**config.mk**
```make
export PLATFORM = sky130hd
export DESIGN_NAME = uart_rx_fsm
export DESIGN_NICKNAME = d
export VERILOG_FILES = /design/src/rtl/uart_rx_fsm.sv
export SDC_FILE = /design/constraint.sdc
export NUM_CORES = 1
export LEC_CHECK = 0
export BUFFER_PORTS_ARGS = -buffer_cell sky130_fd_sc_hd__buf_2
export CAP_MARGIN = 5
export CORE_MARGIN = 1.5
export CORE_UTILIZATION = 25
export DETAILED_ROUTE_END_ITERATION = 16
export GPL_TIMING_DRIVEN = 0
export SYNTH_ARGS = -nofsm -noshare
export SYNTH_HDL_FRONTEND = slang
export SYNTH_SLANG_ARGS = --single-unit
```
**constraint.sdc**
```tcl
create_clock -name clk_based_on_prescale -period 3.5 [get_ports clk_based_on_prescale]
set_input_delay 0.525 -clock clk_based_on_prescale [delete_from_list [all_inputs] [get_ports clk_based_on_prescale]]
set_output_delay 0.525 -clock clk_based_on_prescale [all_outputs]
set_load 0.02 [all_outputs]
```
**src/rtl/uart_rx_fsm.sv**
```systemverilog
// UART receive frame controller: start detect, 2-of-3 mid-bit vote, LSB-first deserialise, parity/stop check.
// Result pulses land on the vote-point edge of the stop bit; no backpressure, one word delivered per frame.
module uart_rx_fsm #(
    parameter int DATA_WIDTH = 8,
    parameter int PRESCALE   = 8
) (
    input  logic                  clk_based_on_prescale,
    input  logic                  asy_reset,
    input  logic                  RX_IN,
    input  logic                  PAR_EN,
    input  logic                  PAR_TYP,
    input  logic [3:0]            edge_count,
    input  logic [4:0]            bit_count,
    output logic                  edge_bit_enable,
    output logic [DATA_WIDTH-1:0] P_DATA,
    output logic                  data_valid,
    output logic                  parity_error,
    output logic                  stop_error,
    output logic                  busy
);

    localparam logic [2:0] S_IDLE   = 3'd0;
    localparam logic [2:0] S_START  = 3'd1;
    localparam logic [2:0] S_DATA   = 3'd2;
    localparam logic [2:0] S_PARITY = 3'd3;
    localparam logic [2:0] S_STOP   = 3'd4;

    localparam int M = PRESCALE / 2;
    localparam logic [3:0] EDGE_S0   = 4'(M - 1);
    localparam logic [3:0] EDGE_S1   = 4'(M);
    localparam logic [3:0] EDGE_S2   = 4'(M + 1);
    localparam logic [3:0] EDGE_VOTE = 4'(M + 2);

    localparam logic [4:0] BIT_START      = 5'd0;
    localparam logic [4:0] BIT_FIRST_DATA = 5'd1;
    localparam logic [4:0] BIT_AFTER_DATA = 5'(DATA_WIDTH + 1);
    localparam logic [4:0] BIT_AFTER_PAR  = 5'(DATA_WIDTH + 2);

    logic [2:0]            state_q,   state_d;
    logic                  en_q,      en_d;
    logic [DATA_WIDTH-1:0] p_data_q,  p_data_d;
    logic                  dv_q,      dv_d;
    logic                  perr_q,    perr_d;
    logic                  serr_q,    serr_d;
    logic                  busy_q,    busy_d;
    logic [DATA_WIDTH-1:0] shift_q,   shift_d;
    logic [2:0]            smp_q,     smp_d;
    logic                  par_en_q,  par_en_d;
    logic                  par_typ_q, par_typ_d;
    logic                  par_mis_q, par_mis_d;

    logic       vote;
    logic       vote_pt;
    logic [4:0] last_idx;

    assign vote     = (smp_q[0] & smp_q[1]) | (smp_q[0] & smp_q[2]) | (smp_q[1] & smp_q[2]);
    assign vote_pt  = (edge_count == EDGE_VOTE);
    assign last_idx = par_en_q ? BIT_AFTER_PAR : BIT_AFTER_DATA;

    always_comb begin
        state_d   = state_q;
        en_d      = en_q;
        p_data_d  = p_data_q;
        dv_d      = 1'b0;
        perr_d    = 1'b0;
        serr_d    = 1'b0;
        shift_d   = shift_q;
        smp_d     = smp_q;
        par_en_d  = par_en_q;
        par_typ_d = par_typ_q;
        par_mis_d = par_mis_q;

        if (state_q != S_IDLE) begin
            if (edge_count == EDGE_S0) smp_d[0] = RX_IN;
            if (edge_count == EDGE_S1) smp_d[1] = RX_IN;
            if (edge_count == EDGE_S2) smp_d[2] = RX_IN;
        end

        case (state_q)
            S_IDLE: begin
                if (!RX_IN) begin
                    state_d   = S_START;
                    en_d      = 1'b1;
                    par_en_d  = PAR_EN;
                    par_typ_d = PAR_TYP;
                    par_mis_d = 1'b0;
                    shift_d   = '0;
                end
            end
            S_START: begin
                // A start bit that votes high was a glitch: abandon silently.
                if (vote_pt && bit_count == BIT_START && vote) begin
                    state_d = S_IDLE;
                    en_d    = 1'b0;
                end else if (bit_count == BIT_FIRST_DATA) begin
                    state_d = S_DATA;
                end
            end
            S_DATA: begin
                if (vote_pt) begin
                    for (int i = 0; i < DATA_WIDTH; i++) begin
                        if (bit_count == 5'(i + 1)) shift_d[i] = vote;
                    end
                end
                if (bit_count == BIT_AFTER_DATA) begin
                    state_d = par_en_q ? S_PARITY : S_STOP;
                end
            end
            S_PARITY: begin
                if (vote_pt) begin
                    par_mis_d = vote ^ (^shift_q) ^ par_typ_q;
                end
                if (bit_count == BIT_AFTER_PAR) begin
                    state_d = S_STOP;
                end
            end
            S_STOP: begin
                // Leave at the vote point so a back-to-back start bit is not missed.
                if (vote_pt) begin
                    state_d = S_IDLE;
                    en_d    = 1'b0;
                    if (!vote) begin
                        serr_d = 1'b1;
                        perr_d = par_mis_q;
                    end else if (par_mis_q) begin
                        perr_d = 1'b1;
                    end else begin
                        p_data_d = shift_q;
                        dv_d     = 1'b1;
                    end
                end
            end
            default: begin
                state_d = S_IDLE;
                en_d    = 1'b0;
            end
        endcase

        if (state_q != S_IDLE && bit_count > last_idx) begin
            state_d  = S_IDLE;
            en_d     = 1'b0;
            p_data_d = p_data_q;
            dv_d     = 1'b0;
            perr_d   = 1'b0;
            serr_d   = 1'b0;
        end
    end

    assign busy_d = (state_d != S_IDLE);

    always_ff @(posedge clk_based_on_prescale or negedge asy_reset) begin
        if (!asy_reset) begin
            state_q   <= S_IDLE;
            en_q      <= 1'b0;
            p_data_q  <= '0;
            dv_q      <= 1'b0;
            perr_q    <= 1'b0;
            serr_q    <= 1'b0;
            busy_q    <= 1'b0;
            shift_q   <= '0;
            smp_q     <= '0;
            par_en_q  <= 1'b0;
            par_typ_q <= 1'b0;
            par_mis_q <= 1'b0;
        end else begin
            state_q   <= state_d;
            en_q      <= en_d;
            p_data_q  <= p_data_d;
            dv_q      <= dv_d;
            perr_q    <= perr_d;
            serr_q    <= serr_d;
            busy_q    <= busy_d;
            shift_q   <= shift_d;
            smp_q     <= smp_d;
            par_en_q  <= par_en_d;
            par_typ_q <= par_typ_d;
            par_mis_q <= par_mis_d;
        end
    end

    assign edge_bit_enable = en_q;
    assign P_DATA          = p_data_q;
    assign data_valid      = dv_q;
    assign parity_error    = perr_q;
    assign stop_error      = serr_q;
    assign busy            = busy_q;

endmodule

```
# == After elaboration in Yosys (flattened, before gate mapping) ==
# Index checks and enable logic that the tools add are counted.
# word_totals
ff_bits,30
in_bits,14
out_inout_bits,13
wordCells,134
# op_classes
magnitude_cmp,1
eq_ne,33
muxes,43
bitwise,10
reduce_logical,26
# ops
cell,n
$reduce_and 4->1,9
$mux 1,28
$mux 3,8
$ne 2x2->1 const B,11
$eq 5x3->1 const B,4
$mux 8,2
$pmux 8 s2,1
$eq 5x4->1 const B,3
$pmux 3 s5,1
$eq 4x3->1 const B,3
$eq 5x2->1 const B,2
$ne 3x3->1 const B,3
$reduce_and 2->1,4
$reduce_xor 8->1,1
$eq 3x2->1 const B,2
$reduce_bool 3->1,2
$eq 5x1->1 const B,1
$gt 5x4->1,1
$logic_not 5->1,1
$reduce_and 5->1,1
$eq 4x2->1 const B,1
$pmux 1 s4,1
$reduce_bool 2->1,2
$and 1x1->1,3
other kinds (12),18

# == Depth between registers and ports, before layout ==
# Gate-level depths: netlist of the first run.
# depth
word_depth,8
depth_mapped,7
ltp_nobuf,6

# == Worst setup path after synthesis of the first run ==
# No wires, ideal clock.
# synth_path
path_kind,input -> register
start,input port bit_count[1]
end,"register p_data_q[0], in the netlist P_DATA[0]"
setup_time_ps,125
arrival_time_ps,1848
required_ps,3375
path_slack_ps,1527
stages,5
path_buffers,0
cell_sequence,ha_1 > nor2b_1 > o211ai_1 > nand4_4 > mux2_2
# synth_between
elab_chain_len,4
# synth_rtl
element,line,source
from (decl),13,"input logic [4:0] bit_count,"
$gt 5x4->1,139,if (state_q != S_IDLE && bit_count > last_idx) begin
$logic_and 1x1->1,139,
$not 1->1 (no line),-,
$reduce_and 5->1 (no line),-,
to (signal assigned),168,p_data_q <= p_data_d;
to (decl),41,"logic [DATA_WIDTH-1:0] p_data_q, p_data_d;"
# Every way passes these cells.
# A chain may end at the register's enable or synchronous reset.

# == Worst setup path in the final report of the first run ==
# layout_path
start,register par_en_q
end,"register p_data_q[2], in the netlist P_DATA[2]"
# layout_between
elab_chain_len,5
# layout_rtl
element,line,source
from (decl),48,"logic par_en_q, par_en_d;"
from (signal assigned),175,par_en_q <= par_en_d;
$mux 2,58,assign last_idx = par_en_q ? BIT_AFTER_PAR : BIT_AFTER_DATA;
$gt 5x4->1,139,
$logic_and 1x1->1,139,
$not 1->1 (no line),-,
$reduce_and 5->1 (no line),-,
# Every way passes these cells.

==> impl_metrics.json, run 1 <==
{
  "crit_fanout": 8,
  "syn2layout_area_growth_pct": 19.0,
  "die_area_um2": 7450,
  "mostFrequentLayoutCells": "dfrtp_1 (30), buf_2 (26), mux2_2 (18)",
  "diodes": 0,
  "grt_start_max_net_pins": 31,
  "skew_ps": 3.60,
  "syn_inst": 163,
  "arrival_ps": 2400,
  "ctsHoldBuffers": 0,
  "synth_cell_types": 53,
  "first_iter_violations": 102,
  "p_int_mw": 0.749,
  "cts_root_buf": "clkbuf_8",
  "n_fill_cell": 706,
  "p_sw_share_pct": 33.2,
  "max_slew.worst_pin.slew_ps": 689,
  "hold_path_class": "primary input to asynchronous set/reset pin",
  "drv_cap": 0,
  "finalPower_mw": 1.12,
  "wirelength_um": 3750,
  "setup_violations": 0,
  "core-area_um2": 6760,
  "antenna_left": 0,
  "p_switching_mw": 0.372,
  "synth.avg_cell_area_um2": 10.6,
  "start_util_pct": 25.7,
  "p_leak_nw": 0.942,
  "post-cts-setup-buffers": 0,
  "yosysTopAreaCell": "dfrtp_1",
  "dp_hpwl_um": 2810,
  "ctsResizeCount": 0,
  "clk_latency_ps": 280,
  "gr-total-overflow": 0,
  "groute.usage.overall_pct": 11.0,
  "yosys_warnings": 0,
  "drc": 0,
  "grt_pass1_wl_um": 6420,
  "vias_per_cell": 4.78,
  "multi_input_area_um2": 900,
  "clkTransAtPathRegs_ps": 60,
  "port_buffers": 24,
  "io_pins": 27,
  "synthFlopType": "dfrtp_1",
  "startpoint_type": "register",
  "utilization_pct": 30.6,
  "die_h_um": 86.3,
  "cts_tree": "built",
  "async_flop_share_pct": 100,
  "clk_path_buf_depth": 2,
  "final_common_cell": "dfrtp_1",
  "seq_power_share_pct": 38.7,
  "critPathRequiredTime_ps": 3660,
  "cts_inserted_buffers": 5,
  "power_frac_comb_pct": 32.3,
  "register_area_um2": 751,
  "place_congestion": 0.815,
  "max_freq_mhz": 448,
  "vdd_drop_max_mv": 0.126,
  "crit_path_end_kind": "register",
  "drive_gt1_share_pct": 33.3,
  "grt_pass1_vias": 1311,
  "htree_num_levels": 2,
  "path_class": "register to register",
  "clock_power_share_pct": 29.0,
  "finalWorstPathRequiredPeriod_ps": 2230,
  "synth_top_area_share_pct": 43.3,
  "synth_area_leaders": "dfrtp_1 (43%), mux2_2 (12%), xnor2_1 (3.0%)",
  "synth-edff-count": 0,
  "ys_seq_area_share_pct": 43.3,
  "synth_seq_cells": 30,
  "rsz0062_at_grt": "no",
  "outcome": "complete, no violations",
  "finalCritPeriodShare_pct": 63.8,
  "hold_violations": 0,
  "setup_tns_ps": 0,
  "row_count": 30,
  "vias": 1315,
  "p_per_area_nw_per_um2": 542,
  "syn-num-nets": 179,
  "die_w_um": 86.3,
  "slew_headroom_pct": 54.1,
  "wl_per_cell_um": 13.6,
  "clock_sinks": 30,
  "syn-cell-area_um2": 1740,
  "antenna_found_initial": 0,
  "drv_slew": 0,
  "fin_nets": 210,
  "dr.pass1.iters": 5
}
final timing paths:
path | slack [ps] | depth (start not counted) | start | endpoint
max | 1270 | 6 | par_en_q | P_DATA[2]
min | 280 | 1 | asy_reset | parity_error
max reg2reg | 1270 | 6 | par_en_q | P_DATA[2]
min reg2reg | 470 | 1 | par_mis_q | data_valid
max in group asynchronous | 2770 | 1 | asy_reset | P_DATA[4]
min in group clk_based_on_prescale | 430 | 3 | PAR_TYP | par_typ_q
power groups by stage:
stage                     clock network, mW  logic, mW  registers [mW]
after floorplan                           0      0.262           0.445
after global placement                    0      0.362           0.438
after detailed placement                  0      0.362           0.440
after CTS                             0.337      0.365           0.434
after global routing                  0.354      0.409           0.439
final                                 0.325      0.362           0.433
cells in the mapped netlist (2+ instances only):
master    count
buf_6         3
o21ai_0       8
nor3_1        6
nand2_1      12
ha_1          2
nor4_1        4
mux2_2       18
buf_4         2
nand4_1       4
a211oi_1      2
nor2b_1       2
dfrtp_1      30
buf_2         2
nor2_1        8
inv_1         6
nand3_1       5
a21oi_1       6
nand2b_1      3
xnor2_1       6
worst max-delay path, stage by stage, from the launching register on:
cell and delay (ps):
dfrtp_1 400, inv_1 90, ha_1 290, nor2b_1 130, o211ai_1 550, nand4_4 300, mux2_2 350
state kept, by name, indices dropped and copies added (netlist names):
name,flops
par_mis_q,1
par_typ_q,1
stop_error,1
P_DATA,8
shift_q,8
edge_bit_enable,1
state_q,3
par_en_q,1
data_valid,1
busy,1
parity_error,1
smp_q,3
layout make-up:
cell class	instances	area share, %
multi-input cells	119	43.5
flip-flops and latches	30	36.3
repair buffers	24	5.81
clock buffers	8	5.33
well taps	80	4.85
plain buffers	8	3.03
inverters	6	1.09
metal layers:
layer  up-vias  GRT usage [%]  routed length [um]
li1        662              -                   -
met1       622           14.8                1840
met2        25           16.6                1710
met3         6           2.57                 122
met4         0           5.57                  82
met5         -              0                   0
per-stage QoR:
stage / hold WS (ps) / setup WS [ps] / cell area (um2) / instances
finish: 281 / 1270 / 2070 / 275
global placement: 461 / 1110 / 1960 / 267
floorplan: 229 / 1530 / 1740 / 163
global route: 346 / 1100 / 2070 / 275
CTS: 305 / 1260 / 2070 / 275
detailed placement: 463 / 1100 / 1960 / 267
logic make-up after synthesis:
family                     share of synthesized area (%)
and+or+nand+nor                                     22.3
adders and majority gates                           2.02
AOI/OAI and AO/OA                                   10.5
buffers and inverters                               4.90
muxes                                               12.3
xor gates and xnor gates                            4.83
DFF                                                 43.3
Power figures use the tool's default switching activity.
==> run 2, diff against run 1 <==
Clock period 3.5 ns to 2.2 ns, I/O delays scaled along.
==> impl_metrics.json, run 2 (synthesis gave the netlist of run 1 again) <==
{
  "first_iter_violations": 71,
  "grt_pass1_vias": 1320,
  "diodes": 0,
  "groute.usage.overall_pct": 11.0,
  "dr.pass1.iters": 4,
  "p_leak_nw": 0.950,
  "hold_violations": 0,
  "arrival_ps": 2040,
  "start_util_pct": 25.7,
  "antenna_found_initial": 0,
  "clkTransAtPathRegs_ps": 60,
  "drv_cap": 0,
  "power_frac_comb_pct": 33.0,
  "die_area_um2": 7450,
  "place_congestion": 0.815,
  "ctsHoldBuffers": 0,
  "die_h_um": 86.3,
  "cts_tree": "built",
  "met1_length_um": 1830,
  "fin_area_um2": 2080,
  "rsz0062_at_grt": "no",
  "vias_per_cell": 4.77,
  "max_freq_mhz": 533,
  "core-area_um2": 6760,
  "port_buffers": 24,
  "hold_path_class": "primary input to asynchronous set/reset pin",
  "wl_met2_um": 1740,
  "p_per_area_nw_per_um2": 864,
  "ctsResizeCount": 0,
  "clock_power_share_pct": 28.6,
  "wirelength_um": 3750,
  "finalWorstPathRequiredPeriod_ps": 1880,
  "row_count": 30,
  "io_pins": 27,
  "clk_latency_ps": 280,
  "die_w_um": 86.3,
  "htree_num_levels": 2,
  "critPathRequiredTime_ps": 2360,
  "clk_path_buf_depth": 2,
  "path_class": "register to register",
  "max_slew.worst_pin.slew_ps": 681,
  "clock_sinks": 30,
  "hold_slack_ps": 85.0,
  "place_area_um2": 1960,
  "skew_ps": 3.88,
  "wl_met3_um": 124,
  "syn2layout_area_growth_pct": 19.9,
  "fin_nets": 212,
  "cts_root_buf": "clkbuf_8",
  "gr-total-overflow": 0,
  "grt_start_max_net_pins": 31,
  "vdd_drop_max_mv": 0.201,
  "antenna_left": 0,
  "dp_hpwl_um": 2810,
  "mostFrequentLayoutCells": "dfrtp_1 (30), buf_2 (26), mux2_2 (18)",
  "p_switching_mw": 0.591,
  "vias": 1321,
  "outcome": "complete, no violations",
  "crit_fanout": 10,
  "finalCritPeriodShare_pct": 85.3,
  "crit_path_end_kind": "register",
  "drive_gt1_share_pct": 34.0,
  "final_common_cell": "dfrtp_1",
  "wl_per_cell_um": 13.5,
  "n_fill_cell": 708,
  "grt_pass1_wl_um": 6440,
  "drc": 0,
  "seq_power_share_pct": 38.4,
  "setup_violations": 0,
  "drv_slew": 0,
  "slew_headroom_pct": 54.6,
  "rr_worst_depth": 5,
  "p_int_mw": 1.21,
  "startpoint_type": "register",
  "cts_inserted_buffers": 5,
  "p_sw_share_pct": 32.8,
  "top_layer": "met4"
}
==> run 2: per-layer routing <==
layer	up-vias	GRT usage, %
li1	664	-
met1	624	14.8
met2	29	16.7
met3	4	2.57
met4	0	5.57
met5	-	0
==> run 2: what timing repair did <==
action	CTS	global route
setup buffers	2	0
setup endpoints to repair	9	0
hold endpoints to repair	0	0
==> run 2: critical path, stage by stage, from the launching register on <==
cell	delay [ps]
dfrtp_1	370
buf_6	130
or4_4	570
buf_2	200
o21ai_0	120
mux2_2	360
==> run 2: path summary, 6_finish.rpt <==
kind | from | slack, ps | to
max in group asynchronous | asy_reset | 1670 | P_DATA[5]
hold reg to reg | par_mis_q | 470 | data_valid
setup / recovery | state_q[2] | 320 | shift_q[3]
min in group clk_based_on_prescale | PAR_TYP | 240 | par_typ_q
setup reg to reg | state_q[2] | 320 | shift_q[3]
hold / removal | asy_reset | 90 | parity_error
==> run 2: power groups by stage <==
| stage | combinational, mW | clock [mW] | sequential [mW] |
|---|---|---|---|
| finish | 0.594 | 0.514 | 0.690 |
| global route | 0.672 | 0.564 | 0.698 |
| CTS | 0.599 | 0.536 | 0.690 |
| detailed placement | 0.576 | 0 | 0.699 |
| global placement | 0.576 | 0 | 0.697 |
| floorplan | 0.417 | 0 | 0.708 |
==> run 2: through the flow <==
stage / total power [mW] / setup TNS (ps) / setup WS, ps / util [%] / cells
detailed placement: 1.28 / -126 / -25.5 / 28.9 / 267
global placement: 1.27 / 0 / 1.77 / 28.9 / 267
finish: 1.80 / 0 / 324 / 30.8 / 277
floorplan: 1.12 / 0 / 343 / - / 163
CTS: 1.83 / 0 / 316 / 30.8 / 277
global route: 1.93 / 0 / 153 / 30.8 / 277
==> run 2: layout make-up <==
type                       count  area, um2  share of cell area (%)
clock buffer                   8        110                    5.29
inverter                       6       22.5                    1.08
timing repair buffer          26        135                    6.49
tap                           80        100                    4.81
multi-input combinational    119        900                    43.2
sequential                    30        751                    36.1
buffer                         8       62.6                    3.01
